**config.mk**
```make
export PLATFORM = sky130hd
export DESIGN_NAME = return_stack
export DESIGN_NICKNAME = d
export VERILOG_FILES = /design/src/rtl/stack_pkg.sv /design/src/rtl/stack_ram.sv /design/src/rtl/return_stack.sv
export SDC_FILE = /design/constraint.sdc
export NUM_CORES = 1
export LEC_CHECK = 0
export CAP_MARGIN = 40
export CELL_PAD_IN_SITES_DETAIL_PLACEMENT = 0
export CELL_PAD_IN_SITES_GLOBAL_PLACEMENT = 2
export CORE_UTILIZATION = 33
export DETAILED_ROUTE_END_ITERATION = 8
export GPL_TIMING_DRIVEN = 1
export PLACE_DENSITY_LB_ADDON = 0.08
export SLEW_MARGIN = 30
export SYNTH_ARGS = -nofsm -noshare
export SYNTH_HDL_FRONTEND = slang
export SYNTH_SLANG_ARGS = --single-unit
```
**constraint.sdc**
```tcl
create_clock -name clk -period 5.39 [get_ports clk]
set_clock_uncertainty 0.15 [all_clocks]
set_input_delay 0.539 -clock clk [delete_from_list [all_inputs] [get_ports clk]]
set_output_delay 0.539 -clock clk [all_outputs]
set_load 0.05 [all_outputs]
```
**src/rtl/stack_pkg.sv**
```systemverilog
// stack_pkg: shared count-width helper, op decode and default sizes for the return stack
package stack_pkg;
   localparam int DEF_DATA_W = 12;
   localparam int DEF_DEPTH  = 8;
   localparam logic [1:0] OP_NOP  = 2'b00;
   localparam logic [1:0] OP_POP  = 2'b01;
   localparam logic [1:0] OP_PUSH = 2'b10;
   localparam logic [1:0] OP_REPL = 2'b11;
   function automatic int clog2_plus1(input int depth);
      return $clog2(depth + 1);
   endfunction
endpackage

```
**src/rtl/stack_ram.sv**
```systemverilog
// stack_ram: register file with one synchronous write port and one asynchronous read port
module stack_ram #(
   parameter int DATA_W = 12,
   parameter int DEPTH  = 8,
   parameter int AW     = $clog2(DEPTH)
) (
   input  logic              clk,
   input  logic              we,
   input  logic [AW-1:0]     waddr,
   input  logic [DATA_W-1:0] wdata,
   input  logic [AW-1:0]     raddr,
   output logic [DATA_W-1:0] rdata
);
   logic [DATA_W-1:0] mem [DEPTH];
   always_ff @(posedge clk)
      if (we) mem[waddr] <= wdata;
   assign rdata = mem[raddr];
endmodule

```
**src/rtl/return_stack.sv**
```systemverilog
// return_stack: parametrised LIFO for return addresses with peek, replace, optional wrap and sticky errors
module return_stack
   import stack_pkg::*;
#(
   parameter int DATA_W       = DEF_DATA_W,
   parameter int DEPTH        = DEF_DEPTH,
   parameter bit WRAP_ON_FULL = 1'b0,
   localparam int AW          = $clog2(DEPTH),
   localparam int CW          = clog2_plus1(DEPTH)
) (
   input  logic              clk,
   input  logic              rst,
   input  logic              push,
   input  logic              pop,
   input  logic [DATA_W-1:0] push_data,
   output logic [DATA_W-1:0] pop_data,
   output logic              pop_valid,
   output logic [DATA_W-1:0] top_data,
   output logic              top_valid,
   output logic [CW-1:0]     count,
   output logic              full,
   output logic              empty,
   output logic              overflow,
   output logic              underflow,
   input  logic              clr_err
);
   logic [AW-1:0] sp, top, sp_inc, sp_n, waddr;
   logic [CW-1:0] count_n;
   logic [DATA_W-1:0] pop_data_n;
   logic we, pop_valid_n, ov_ev, un_ev;
   assign top    = (sp == '0) ? AW'(DEPTH - 1) : sp - 1'b1;
   assign sp_inc = (sp == AW'(DEPTH - 1)) ? '0 : sp + 1'b1;
   assign full      = count == CW'(DEPTH);
   assign empty     = count == '0;
   assign top_valid = !empty;
   stack_ram #(.DATA_W(DATA_W), .DEPTH(DEPTH), .AW(AW)) u_ram (
      .clk(clk), .we(we && !rst), .waddr(waddr), .wdata(push_data), .raddr(top), .rdata(top_data)
   );
   always_comb begin
      we = 1'b0;
      waddr = sp;
      sp_n = sp;
      count_n = count;
      pop_data_n = pop_data;
      pop_valid_n = 1'b0;
      ov_ev = 1'b0;
      un_ev = 1'b0;
      unique case ({push, pop})
         OP_PUSH: begin
            ov_ev = full;
            we = !full || WRAP_ON_FULL;
            sp_n = we ? sp_inc : sp;
            count_n = full ? count : count + 1'b1;
         end
         OP_POP: begin
            un_ev = empty;
            pop_valid_n = !empty;
            pop_data_n = empty ? pop_data : top_data;
            sp_n = empty ? sp : top;
            count_n = empty ? count : count - 1'b1;
         end
         OP_REPL: begin
            // an empty stack forwards the pushed value straight to the pop port
            pop_valid_n = 1'b1;
            pop_data_n = empty ? push_data : top_data;
            we = !empty;
            waddr = top;
         end
         default: ;
      endcase
   end
   always_ff @(posedge clk)
      if (rst) begin
         sp <= '0;
         count <= '0;
         pop_data <= '0;
         pop_valid <= 1'b0;
         overflow <= 1'b0;
         underflow <= 1'b0;
      end else begin
         sp <= sp_n;
         count <= count_n;
         pop_data <= pop_data_n;
         pop_valid <= pop_valid_n;
         overflow <= ov_ev || (overflow && !clr_err);
         underflow <= un_ev || (underflow && !clr_err);
      end
endmodule

```
==> reports/metrics.cfg <==
[run_status]
status = finished clean

[setup_path]
cp-start-kind = flip-flop
path_class = reg2out
crit_fanout = 16
critical-path-top-delay-family = buffers and inverters
critPathMostFrequentCell = inv_1
r2r-start = sp[1]$_SDFFE_PP0P_
crit_arrival_ns = 3.22
critPathMaxStageDelay_ns = 0.58
critical_path_buf_inv_count = 5
worstPathRequired_ns = 4.70
cpMaxStageDelayCell = ha_1
end_kind = output port
crit_chain = inv_1, ha_1, inv_2, nor2_2, buf_4, nand2_1, a31o_2, inv_1, buf_12
crit_path_start = sp[1]$_SDFFE_PP0P_

[synth]
synth.largest_area_cell = edfxtp_1
synth_commonest_cells = 96 x edfxtp_1, 42 x nand2_1, 29 x a21oi_1, 23 x a211oi_1, 22 x dfxtp_1
ys_ff_latch = 118
yosysSeqAreaShare_pct = 62.20
yosysMostFrequentCell = edfxtp_1
syn_area_per_cell_um2 = 12.75
yosysWarnings = 0
synth_top_area_share_pct = 53.96
synthCells = 419
ys_types = 52
async_flop_share_pct = 0
ys.flop_type = edfxtp_1
syn_nets = 443
synthTopCellsByArea = edfxtp_1 54%, dfxtp_1 8.2%, a211oi_1 3.2%
synth_area_um2 = 5343
synth_edf_count = 96

[floorplan]
die_w_um = 129.2
start_util_pct = 33.75
fp.dieArea_um2 = 16700
core_um2 = 15830
std_cell_rows = 46
io_pins = 51
die_h_um = 129.2

[sta]
min_period_ns = 3.912
rsz0062_at_grt = no
fin_crit_sh_pct = 72.57
max_slew_margin_pct = 55.33
tightest_slew_ns = 0.6675
max_freq_ghz = 0.2556
fin_setup_tns_ns = 0
finalSetupViolCount = 0
drv_slew = 0
whs_ns = 0.3272
hold_viol = 0

[placement]
io_buffers = 50
placed_cell_area_um2 = 6212
hpwl_mm = 9.274
place.gp.congestion = 0.7668

[clocking]
clock_sinks = 118
cts_max_level = 4
cts.repair.resized = 0
cts-root-buf = clkbuf_16
post_cts_buffers = 0
cts_tree = built
cts_buffer_depth = 2
cts_buffers = 17
clk_latency_ns = 0.42
cts_hold_buf = 0
clk_pin_slew_ns = 0.05

[finish]
stdcell_area_um2 = 6872
final_util_pct = 43.42
layout-drive-gt1-share_pct = 21.22
diodes = 0
areaGrowthSynthToFinish_pct = 28.62
fin_nets = 502

[route]
viasPerCell = 5.001
wl_per_cell_um = 20.42
num_vias = 3531
drt_iter0_drc = 304
firstDrtPassIters = 4
final_antenna_net_count = 0
drc = 0
wirelength_mm = 14.42

[pwr]
power.density_nw_per_um2 = 472.1
p_leak_nw = 2.346
power_w = 0.003244
ir_drop_mv = 0.2274

[grt]
grt_max_degree = 33
grt_pass1_vias = 3463
grtUsageTotal_pct = 18.81
grt_overflow = 0
grt_antenna_before_repair = 0
grt_pass1_wl_mm = 21.80

[job]
drv_cap = 0

[worst_hold_path]
hp-class = reg2reg
hp-start = overflow$_SDFF_PP0_

-- flip-flops by register name, indices dropped and copies added, names as in the netlist --
register,cells
count,4
overflow,1
pop_data,12
pop_valid,1
sp,3
u_ram.mem,96
underflow,1
-- routing by layer --
metal	global-route usage [%]	vias to the layer above	part of all wire, %
met3	4.046	11	3.6
met4	7.474	0	0.93
met1	24.67	1751	46
li1	-	1703	-
met5	0	-	0
met2	30.33	66	49
-- cells in the final DEF, fill, tap and decap left out, drive strengths merged, types with 3 or more instances in the layout --
cell / count
a22oi: 12
xnor2: 3
and2: 3
nand2: 42
buf: 32
o21ai: 6
ha: 6
a21oi: 29
edfxtp: 96
dfxtp: 22
clkbuf: 22
o2bb2ai: 10
nand2b: 7
a31o: 10
a211oi: 23
inv: 18
o22ai: 12
mux2: 11
nor2: 19
nor2b: 6
mux2i: 16
bufinv: 5
clkdlybuf4s50: 38
nor3: 16
clkinv: 3
-- through the flow --
stage / cells / setup slack, ns
after floorplan: 419 / 1.937
after global placement: 668 / 1.699
after detailed placement: 673 / 1.734
after CTS: 704 / 1.363
after global routing: 706 / 1.277
final: 706 / 1.478
-- tightest hold or removal path: stages (launching register included) --
cell and delay, ns:
dfxtp_1 0.30, nand2b_1 0.06, a21oi_1 0.06
-- power by group --
part           switching [W]  internal [W]  leakage [nW]
Clock               0.000384      0.000840         0.310
Sequential         0.0000262       0.00103          1.05
Combinational       0.000596      0.000367         0.989
Total                0.00101       0.00224          2.35
-- final cells by class --
class / count / area (µm²)
multi-input combinational: 253 / 1785
tap: 216 / 270.3
sequential: 118 / 3323
timing repair buffer: 70 / 784.5
fill: 1470 / 8956
clock inverter: 9 / 176.4
inverter: 18 / 67.56
clock buffer: 22 / 464.2
-- worst paths after layout --
check	end	slack, ns	depth (start not counted)
setup / recovery	top_data[0]	1.48	9
hold / removal	overflow$_SDFF_PP0_	0.33	2
setup reg to reg	u_ram.mem[6][1]$_DFFE_PP_	2.29	8
hold reg to reg	overflow$_SDFF_PP0_	0.33	2
-- kinds of logic (layout without fill, tap and decap cells) --
kind of cell             after synthesis  after routing  synth area share, %
adder cells (fa/ha/maj)                7              7                1.780
XOR/XNOR                               4              4               0.6559
buffers and inverters                 48            119                4.379
AO/OA/AOI/OAI                        113            113                16.39
AND/OR/NAND/NOR                      102            102                9.274
multiplexers                          27             27                5.316
flip-flops                           118            118                62.20
Note: power is estimated with default switching activity, not from simulation.
==> RTL edit 1, RTL diff (config.mk and constraints unchanged) <==
Set the parameter `WRAP_ON_FULL` to 1'b1 (it was 1'b0).
--- a/src/rtl/return_stack.sv
+++ b/src/rtl/return_stack.sv
@@ -4,7 +4,7 @@
 #(
    parameter int DATA_W       = DEF_DATA_W,
    parameter int DEPTH        = DEF_DEPTH,
-   parameter bit WRAP_ON_FULL = 1'b0,
+   parameter bit WRAP_ON_FULL = 1'b1,
    localparam int AW          = $clog2(DEPTH),
    localparam int CW          = clog2_plus1(DEPTH)
 ) (
Function: changed (Yosys sat finds a counterexample within 10 cycles, from zero or initial values and one cycle with rst high).
==> RTL edit 1 against the original RTL <==
  * The flow now finishes with violations (design-rule violations)
  * Sequential cell count stayed put
  * Area after synthesis down 6.7%
  * Power shrank 1.2%
  * Non-clock buffer count decreased by 6
  * Wire length shrank 15%
  * Worst setup slack worse by 0.45 ns
  * Sequential share of layout area increased by 3.9 points
  * Final area is 7.5% lower
  * Critical endpoint unchanged
  * Largest power group is now sequential cells
  * Highest routed layer unchanged
==> RTL edit 1: results (changes against the original RTL) <==
* GPL Wtd Cong at 0.701 (-8.6%)
* Synthesized netlist cell count at 308 (-26%)
* Drt wl/cell at 21.4 um (+4.8%)
* Number of global-route vias before repair at 3004 (-13%)
* Metal1 wirelength at 5640 um (-15%)
* Final #Nets at 397 (-21%)
* Fillers at 1324 (-9.9%)
* Peak supply drop at 0.283 mV (+25%)
* Crit path DAT at 3.67 ns (+0.45 ns)
* Sw power at 1.06 mW (+5.1%)
* Failing checks: design-rule violations
* Setup slack at placement at 1.44 ns (-0.292 ns)
* Remaining DRCs at 6 (+6)
* Routed wl met2 at 5830 um (-18%)
* Placed cell areas at 0.00579 mm^2 (-6.7%)
* CP max stage delay at 0.71 ns (+0.13 ns)
* Initial drt markers at 137 (-55%)
* Via density at 5.16 (+3.1%)
* Met3 wire len at 580 um (+12%)
* Worst path slowest cell: clkdlybuf4s50_1
* Leak at 2.19 nW (-6.7%)
* Worst-path fanout max at 18 (+2)
* Share of cells above drive strength 1 at 0.220 (+0.00796)
* Largest net degree at the start of global routing at 26 (-21%)
* Outcome: finished with violations
* Mapped Nets at 332 (-25%)
RTL edit 1: cell types whose count changed in the layout (fill, tap and decap cells not counted), sizes merged, moves of 14 or more:
cell	before	now
mux4	0	25
mux2i	16	1
a211oi	23	1
a21oi	29	15
nor3	16	2
nand2	42	22
buf	32	14
RTL edit 1: final cells by class:
class / instances / area (um^2) / share of cell area
clock buffer: 22 / 454 / 0.0715
clock inverter: 10 / 108 / 0.0169
inverter: 8 / 30.0 / 0.00473
multi-input combinational: 164 / 1570 / 0.248
sequential: 118 / 3320 / 0.523
tap: 184 / 230 / 0.0362
timing repair buffer: 64 / 636 / 0.100
RTL edit 1: per-layer routing:
layer  GRT usage  vias to the layer above
li1            -                     1366
met1       0.224                     1483
met2       0.265                       81
met3      0.0451                       10
met4      0.0696                        0
met5           0                        -
RTL edit 1: kinds of logic after synthesis:
family | synth area share
and+or+nand+nor | 0.0690
xor gates and xnor gates | 0.00351
DFF | 0.666
buffers and inverters | 0.0228
muxes | 0.153
adders and majority gates | 0.0191
AOI/OAI and AO/OA | 0.0665
RTL edit 1: final timing paths:
path / cells after the start / slack (ns) / endpoint / startpoint
worst max register to register: 8 / 2.07 / u_ram.mem[3][0]$_DFFE_PP_ / sp[0]$_SDFFE_PP0P_
worst min register to register: 1 / 0.34 / pop_data[4]$_SDFFE_PP0P_ / pop_data[4]$_SDFFE_PP0P_
worst min-delay path: 1 / 0.34 / pop_data[4]$_SDFFE_PP0P_ / pop_data[4]$_SDFFE_PP0P_
worst max-delay path: 8 / 1.03 / top_data[0] / sp[0]$_SDFFE_PP0P_
RTL edit 1: power by group through the flow:
stage	registers, mW	clock network [mW]	logic, mW
5_1_grt	1.08	1.13	1.12
3_5_place_dp	1.09	0	1.07
6_report	1.07	1.07	1.06
2_1_floorplan	1.17	0	0.663
3_3_place_gp	1.09	0	1.06
4_1_cts	1.07	1.10	1.08
==> RTL edit 2, RTL diff (config.mk and constraints unchanged) <==
Made on the original files. Put one more register stage on the output `count`, cleared by the reset. The value now appears one clock later. The other outputs are not delayed to match.
--- a/src/rtl/return_stack.sv
+++ b/src/rtl/return_stack.sv
@@ -24,14 +24,16 @@
    output logic              underflow,
    input  logic              clr_err
 );
+
+   logic [CW-1:0] count_s0;
    logic [AW-1:0] sp, top, sp_inc, sp_n, waddr;
    logic [CW-1:0] count_n;
    logic [DATA_W-1:0] pop_data_n;
    logic we, pop_valid_n, ov_ev, un_ev;
    assign top    = (sp == '0) ? AW'(DEPTH - 1) : sp - 1'b1;
    assign sp_inc = (sp == AW'(DEPTH - 1)) ? '0 : sp + 1'b1;
-   assign full      = count == CW'(DEPTH);
-   assign empty     = count == '0;
+   assign full      = count_s0 == CW'(DEPTH);
+   assign empty     = count_s0 == '0;
    assign top_valid = !empty;
    stack_ram #(.DATA_W(DATA_W), .DEPTH(DEPTH), .AW(AW)) u_ram (
       .clk(clk), .we(we && !rst), .waddr(waddr), .wdata(push_data), .raddr(top), .rdata(top_data)
@@ -40,7 +42,7 @@
       we = 1'b0;
       waddr = sp;
       sp_n = sp;
-      count_n = count;
+      count_n = count_s0;
       pop_data_n = pop_data;
       pop_valid_n = 1'b0;
       ov_ev = 1'b0;
@@ -50,14 +52,14 @@
             ov_ev = full;
             we = !full || WRAP_ON_FULL;
             sp_n = we ? sp_inc : sp;
-            count_n = full ? count : count + 1'b1;
+            count_n = full ? count_s0 : count_s0 + 1'b1;
          end
          OP_POP: begin
             un_ev = empty;
             pop_valid_n = !empty;
             pop_data_n = empty ? pop_data : top_data;
             sp_n = empty ? sp : top;
-            count_n = empty ? count : count - 1'b1;
+            count_n = empty ? count_s0 : count_s0 - 1'b1;
          end
          OP_REPL: begin
             // an empty stack forwards the pushed value straight to the pop port
@@ -72,18 +74,26 @@
    always_ff @(posedge clk)
       if (rst) begin
          sp <= '0;
-         count <= '0;
+         count_s0 <= '0;
          pop_data <= '0;
          pop_valid <= 1'b0;
          overflow <= 1'b0;
          underflow <= 1'b0;
       end else begin
          sp <= sp_n;
-         count <= count_n;
+         count_s0 <= count_n;
          pop_data <= pop_data_n;
          pop_valid <= pop_valid_n;
          overflow <= ov_ev || (overflow && !clr_err);
          underflow <= un_ev || (underflow && !clr_err);
       end
+   always_ff @(posedge clk) begin
+      if (rst) begin
+         count <= '0;
+      end else begin
+         count <= count_s0;
+      end
+   end
+
 endmodule
 
Formal check against the unedited RTL: not equivalent (a bounded check fails within 4 cycles, from zero or initial values and one cycle with rst high).
==> RTL edit 2 against the original RTL <==
  * Power decreased by 3.3%
  * Worst setup slack improved by 0.076 ns
  * Critical path depth unchanged
  * Fmax increased by 2.0%
  * Sequential cell count increased by 4
  * Register-to-register slack got worse by 0.12 ns
  * Wire length decreased by 1.9%
  * Final area increased by 0.16%
  * Clock power decreased by 9.8%
  * Area after synthesis increased by 2.1%
  * First-iteration DRC count decreased by 34%
  * Largest power group unchanged
  * Highest routed layer unchanged
==> RTL edit 2: results (changes against the original RTL) <==
* Top cells by area, synth: edfxtp_1, dfxtp_1, a211oi_1
* Number of global-route vias before repair at 3552 (+2.6%)
* Power Clock at 1.10 mW (-9.8%)
* Ys async rst share at 0 (unchanged)
* Hold_ws at 0.325 ns (-0.00216 ns)
* Peak supply drop at 0.228 mV (+0.23%)
* Worst r2r src: sp[0]$_SDFFE_PP0P_
* Sequential-to-total area share from yosys stat at 0.624 (+0.00198)
* Share of cells above drive strength 1 at 0.198 (-0.0143)
* GPL Wtd Cong at 0.726 (-5.3%)
* Sequential share of power at 0.347 (+0.021)
* CP max stage delay at 0.70 ns (+0.12 ns)
* Startpoint types: flop
* Placed cell areas at 0.00630 mm^2 (+1.5%)
* Initial drt markers at 200 (-34%)
* GRT Util Overall at 0.182 (-0.00612)
* Critical Path Sink: top_data[11]
* Multi-input logic area at 0.00181 mm^2 (+1.6%)
* Mapped Nets at 452 (+2.0%)
* Cell variety after synth at 55 (+5.8%)
* Final #Nets at 507 (+1.0%)
* Critical R2R Capture: u_ram.mem[3][9]$_DFFE_PP_
* Synthesized netlist cell count at 428 (+2.1%)
* Met3 Resource Use GR at 0.0436 (+0.00310)
* M2 GR Usage at 0.294 (-0.00886)
* Global Route met1 Usage at 0.235 (-0.0115)
* Max clock buf depth at 2 (unchanged)
* Worst Hold Class: flop to flop
* Top flop regs: u_ram.mem (96), pop_data (12)
* Detailed placement HPWL at 8990 um (-3.0%)
* Routed wl met2 at 6800 um (-4.1%)
* Metal1 wirelength at 6570 um (-1.6%)
* Sw power at 0.998 mW (-0.86%)
* Dpl cells at 679 (+0.89%)
* Outcome: complete, no violations
* Via density at 5.03 (+0.62%)
* Remaining DRCs at 0 (unchanged)
* Cell Count, Final, Fillers Out at 711 (+0.71%)
* Worst-path fanout max at 18 (+2)
* Sw Share at 0.318 (+0.00771)
* Setup slack at placement at 1.96 ns (+0.225 ns)
* First-pass GRT wire length at 21700 um (-0.41%)
* Worst-Margin Slew at 0.820 ns (+0.152 ns)
* Synth top cells by count: edfxtp_1, nand2_1, a21oi_1
* Fillers at 1520 (+3.4%)
* Routed wire length at 14100 um (-1.9%)
* Leak at 2.34 nW (-0.40%)
* Met3 wire len at 522 um (+0.58%)
RTL edit 2: cell count changes after synthesis, moves of 2 or more:
cell | before | now
nor2b_1 | 6 | 8
dfxtp_1 | 22 | 26
nor2_1 | 17 | 19
buf_2 | 10 | 12
RTL edit 2: cell families (layout without fill, tap and decap cells):
family / after synthesis / after routing / share of synthesized area
buffers and inverters: 49 / 116 / 0.0434
multiplexers: 27 / 27 / 0.0521
AO/OA/AOI/OAI: 113 / 113 / 0.164
AND/OR/NAND/NOR: 106 / 106 / 0.0929
XOR/XNOR: 4 / 4 / 0.00642
adder cells (fa/ha/maj): 7 / 7 / 0.0174
flip-flops: 122 / 122 / 0.624
RTL edit 2: cell type report:
type,instances,share of cell area
Sequential cell,122,0.494
Tap cell,216,0.0393
Clock inverter,10,0.0187
Multi-Input combinational cell,257,0.264
Timing Repair Buffer,67,0.110
Inverter,18,0.00982
Clock buffer,21,0.0640
